**src/rtl/shift_pipe_nbit.sv**
```systemverilog
// Pipelined barrel shifter (SLL/SRL/SRA/ROL), one register stage per power-of-two shift.
// A single advance enable stalls every stage together, so backpressure is lossless.
module shift_pipe_nbit #(
    parameter  int WIDTH   = 32,
    localparam int SHAMT_W = $clog2(WIDTH),
    parameter  int TAG_W   = 5
) (
    input  logic               clock,
    input  logic               reset_n,
    input  logic               in_valid,
    output logic               in_ready,
    input  logic [WIDTH-1:0]   data_operandA,
    input  logic [SHAMT_W-1:0] ctrl_shiftamt,
    input  logic [1:0]         ctrl_mode,
    input  logic [TAG_W-1:0]   in_tag,
    output logic               out_valid,
    input  logic               out_ready,
    output logic [WIDTH-1:0]   shift_out,
    output logic [TAG_W-1:0]   out_tag
);

    localparam int         LAST     = SHAMT_W - 1;
    localparam logic [1:0] MODE_SLL = 2'b00;
    localparam logic [1:0] MODE_SRL = 2'b01;
    localparam logic [1:0] MODE_SRA = 2'b10;

    logic [WIDTH-1:0]   r_data  [SHAMT_W];
    logic [SHAMT_W-1:0] r_shamt [SHAMT_W];
    logic [1:0]         r_mode  [SHAMT_W];
    logic [TAG_W-1:0]   r_tag   [SHAMT_W];
    logic               r_valid [SHAMT_W];

    logic [WIDTH-1:0]   w_data_in      [SHAMT_W];
    logic [WIDTH-1:0]   w_data_shifted [SHAMT_W];
    logic [SHAMT_W-1:0] w_shamt_in     [SHAMT_W];
    logic [1:0]         w_mode_in      [SHAMT_W];
    logic [TAG_W-1:0]   w_tag_in       [SHAMT_W];
    logic               w_valid_in     [SHAMT_W];
    logic               w_adv;

    // Under SRA the MSB of every intermediate value is still the original sign bit,
    // so filling from the current MSB is the same as filling from the operand's MSB.
    function automatic logic [WIDTH-1:0] f_shift_stage(
        input logic [WIDTH-1:0] d,
        input logic [1:0]       m,
        input int               sh
    );
        logic [WIDTH-1:0] res;
        case (m)
            MODE_SLL: res = d << sh;
            MODE_SRL: res = d >> sh;
            MODE_SRA: res = $signed(d) >>> sh;
            default:  res = (d << sh) | (d >> (WIDTH - sh));
        endcase
        return res;
    endfunction

    assign w_adv     = !r_valid[LAST] || out_ready;
    assign in_ready  = w_adv;
    assign out_valid = r_valid[LAST];
    assign shift_out = r_data[LAST];
    assign out_tag   = r_tag[LAST];

    always_comb begin
        w_data_in[0]  = data_operandA;
        w_shamt_in[0] = ctrl_shiftamt;
        w_mode_in[0]  = ctrl_mode;
        w_tag_in[0]   = in_tag;
        w_valid_in[0] = in_valid;
        for (int k = 1; k < SHAMT_W; k++) begin
            w_data_in[k]  = r_data[k-1];
            w_shamt_in[k] = r_shamt[k-1];
            w_mode_in[k]  = r_mode[k-1];
            w_tag_in[k]   = r_tag[k-1];
            w_valid_in[k] = r_valid[k-1];
        end
        for (int k = 0; k < SHAMT_W; k++) begin
            w_data_shifted[k] = w_shamt_in[k][k] ? f_shift_stage(w_data_in[k], w_mode_in[k], 1 << k)
                                                 : w_data_in[k];
        end
    end

    always_ff @(posedge clock or negedge reset_n) begin
        if (!reset_n) begin
            for (int k = 0; k < SHAMT_W; k++) begin
                r_data[k]  <= '0;
                r_shamt[k] <= '0;
                r_mode[k]  <= '0;
                r_tag[k]   <= '0;
                r_valid[k] <= 1'b0;
            end
        end else if (w_adv) begin
            for (int k = 0; k < SHAMT_W; k++) begin
                r_data[k]  <= w_data_shifted[k];
                r_shamt[k] <= w_shamt_in[k];
                r_mode[k]  <= w_mode_in[k];
                r_tag[k]   <= w_tag_in[k];
                r_valid[k] <= w_valid_in[k];
            end
        end
    end

endmodule

```
**config.mk**
```make
export PLATFORM = sky130hd
export DESIGN_NAME = shift_pipe_nbit
export DESIGN_NICKNAME = d
export VERILOG_FILES = /design/src/rtl/shift_pipe_nbit.sv
export SDC_FILE = /design/constraint.sdc
export NUM_CORES = 1
export LEC_CHECK = 0
export CORE_ASPECT_RATIO = 2
export CORE_MARGIN = 4
export CORE_UTILIZATION = 60
export DETAILED_ROUTE_END_ITERATION = 8
export GPL_TIMING_DRIVEN = 0
export PLACE_DENSITY = 0.82
export RECOVER_POWER = 25
export SLEW_MARGIN = 10
export SYNTH_ARGS = -nofsm -noshare
export SYNTH_HDL_FRONTEND = slang
export SYNTH_SLANG_ARGS = --single-unit
```
**constraint.sdc**
```tcl
create_clock -name clock -period 4.2 [get_ports clock]
set_input_delay 0.84 -clock clock [delete_from_list [all_inputs] [get_ports clock]]
set_output_delay 0.84 -clock clock [all_outputs]
set_load 0.02 [all_outputs]
```
==> results.md <==
- WL per Instance: 21.90 microns
- Period utilisation layout: 90.46%
- Cts hold-fix bufs: 0
- Antenna violations before repair: 0
- Peak VDD IR: between 0.3 and 0.4 mV
- Start point of the critical path: out_ready
- Fmax: 0.2632 GHz
- Initial Utilization: 61.54%
- Cell Area, Placed: 12190 sq um
- CP Capture Type: output pin
- CP required: 3.36 ns
- Total gr overflow: 0
- Synth cell types: 37
- Synth Area in Adders: 0%
- Final Max Tran Viols: 46
- Fin crit period: 3.799 ns
- Ys flop type: dfrtp_1
- Io pins: 87
- First-pass GRT wire length: approximately 52000 microns
- Reg2reg end: r_data[38]
- Longest Clk Path Bufs: 3
- DR DRC count: 0
- Clock Latency Late Sink: 0.49 ns
- Share of the yosys chip area belonging to registers: 47.33%
- Post-synthesis compound-gate area fraction: between 10% and 20%
- CP top delay family: buffers and inverters
- Cell Area, Synth: 11000 sq um
- WP depth: 8
- Post-synth ARST share: 100.0%
- CTS root buffer: clkbuf_16
- Simple-gate share of the synthesized area: 15.21%
- First drt pass iteration count: 5
- Total CTS buffers: 19
- Antenna Nets Post-Route: 0
- Diodes inserted: 0
- Slowest stage delay, CP: between 0.6 and 0.7 ns
- Least-Margin Pin Slew: 2.768 ns
- Detailed placement HPWL: 25940 microns
- Yosys top cell by area: dfrtp_1
- Clock slew at the register clock pins of the worst setup and hold paths: 0.07 ns
- Htree depth: 1
- Worst slew margin: -84.50%
- Synthesized area per cell: 9.424 sq um
- #FFs+latches synth: 208
- Power Total: 10.31 mW
- Post-route design area: 12740 sq um
- Worst setup path end: in_ready
- Max_cap viols: 1
- Vias in the first global route: 9815
- Vias post-DR: 9251
- Initial drt markers: 328
- Area delta synth->final: 15.85%
- Mapped Cells: 1167
- Flop-to-flop setup slack: 2.09 ns
- Area fraction of the dominant cell type after synthesis: 47.33%
- YS warnings: 0
- Largest family of logic cells by synthesized area: compound AO/OA/AOI/OAI gates
- Fin. Hold Viols: 0
- Vias/cell: between 6 and 7
- Final Skew: 0.01388 ns
- Failing checks: max-capacitance violations, max-slew violations
- Critical Path Source Type: input pin
- Port bufs: between 80 and 90
- Crit-path cells: clkdlybuf4s50_1 > nor2b_1 > buf_2 > inv_2 > buf_4 > buf_2 > buf_2 > clkdlybuf4s50_1
- Layout cells sized above 1: 11.28%
- Max stage delay cell, worst path: clkdlybuf4s50_1
- Post-synth EDFFs: 0
- Postcts setup bufs: 0
- CP arrival: 2.96 ns
- FP Rows: 69
- Final wirelength: 32800 microns
- Hold Path Class: reg -> reg
- Synth top area cells: dfrtp_1, nand2_1, mux2i_1
- Hold depth: 2
- Core Footprint: 17870 sq um
- Fin worst setup slack: around 0.4 ns
- Worst hold slack: 0.4638 ns
- Routability cong.: 0.9472
- Leakage power: 5.855 nW
- Syn nets: 1215
- Mux contribution to synthesized area: about 11%
- Critical Path Most Common Cell: buf_2
- Pre-CTS WS: 0.3735 ns
- Setup TNS Final: 0 ns
- Die Area: 20690 sq um
- Crit path kind: in -> out
- R2R cell count: 5
- Largest net degree at the start of global routing: between 80 and 90
- Xor/xnor share of the synthesized area: 0.8874%
- Pwr per Cell Area: 809.6 nW/um^2
- GRT Util Overall: about a third
- Nets: 1324
- CP bufs+invs: 7
- Die Height: between 150 and 200 microns
- Setup violations, final: 0
- CP max FO: 10
- CTS tree: yes
- Clk sinks: 208
- Status: complete, but fails checks
- RSZ-0062 raised after global routing: no
- Die width: 103.7 microns
- Post-cts sizing count: 0
- R2r startpoint: r_shamt[13]
-- worst min path at each step --
stage          startpoint          end
4_1_cts           reset_n  r_data[112]
3_3_place_gp   r_valid[1]   r_valid[1]
5_1_grt         r_tag[13]    r_tag[13]
3_5_place_dp   r_valid[1]    out_valid
2_1_floorplan  r_valid[1]   r_valid[1]
6_report       r_valid[1]   r_valid[1]
-- power by group --
group	switching [mW]	internal (mW)	leakage (nW)
Clock	0.750	0.909	0.279
Combinational	2.65	2.15	3.00
Sequential	0.982	2.87	2.58
Total	4.38	5.93	5.86
-- layout by cell type (no fill, tap or decap), types with 3 or more instances in the layout --
| master | count |
|---|---|
| mux2i_1 | 98 |
| o21ai_1 | 12 |
| nand3_1 | 98 |
| inv_1 | 28 |
| o211ai_1 | 81 |
| clkdlybuf4s50_1 | 85 |
| clkinv_2 | 4 |
| o22ai_1 | 8 |
| o211ai_2 | 17 |
| clkbuf_1 | 59 |
| a2bb2oi_1 | 16 |
| nor2b_1 | 5 |
| o21ai_0 | 90 |
| dfrtp_1 | 208 |
| mux2_2 | 21 |
| clkbuf_16 | 19 |
| buf_6 | 5 |
| nand2_1 | 288 |
| o211a_1 | 24 |
| buf_2 | 26 |
| nor2_1 | 3 |
| a221oi_1 | 21 |
| buf_1 | 5 |
| buf_4 | 38 |
-- kinds of logic after synthesis --
kind of cell | count (synthesis)
AOI/OAI and AO/OA | 272
xor gates and xnor gates | 6
buffers and inverters | 160
DFF | 208
muxes | 119
and+or+nand+nor | 402
-- worst min-delay path: stages (launching register included) --
cell and delay, ns:
dfrtp_1 0.34, nand2_1 0.05, nand2_1 0.05
-- layer usage --
metal | part of all wire (%) | vias to the layer above | global-route usage [%]
li1 | - | 4296 | -
met1 | 30 | 4409 | 29.12
met2 | 54 | 359 | 61.86
met3 | 3.7 | 187 | 3.265
met4 | 12 | 0 | 31.85
met5 | 0 | - | 0
-- synthesized netlist by cell type (2+ instances only) --
cell type / number
a221oi_1: 21
a2bb2oi_1: 16
buf_1: 5
buf_2: 26
buf_4: 38
buf_6: 5
clkbuf_1: 55
dfrtp_1: 208
inv_1: 28
mux2_2: 21
mux2i_1: 98
nand2_1: 288
nand2_2: 2
nand3_1: 98
nand3b_1: 2
nor2_1: 3
nor2b_1: 5
o211a_1: 24
o211ai_1: 81
o211ai_2: 17
o21ai_0: 90
o21ai_1: 12
o22ai_1: 8
xnor2_4: 2
xor2_1: 2
-- metrics by stage --
stage	utilization, %	std cells
detailed placement	68.19	1468
CTS	71.36	1498
floorplan	-	1167
global placement	67.85	1466
finish	71.29	1498
global route	71.29	1498
-- final cells by class --
cell class,count,area (sq um)
clock buffers,23,500.5
multi-input cells,799,4952
inverters,29,108.9
clock inverters,7,66.31
repair buffers,88,909.6
well taps,213,266.5
flip-flops and latches,208,5205
fillers,1470,5130
plain buffers,131,732.0
-- registers in the layout, indices dropped and copies added (netlist names) --
register,cells
r_shamt,10
r_tag,20
out_tag,5
r_valid,4
shift_out,32
out_valid,1
r_mode,8
r_data,128
Note: power is estimated with default switching activity, not from simulation.
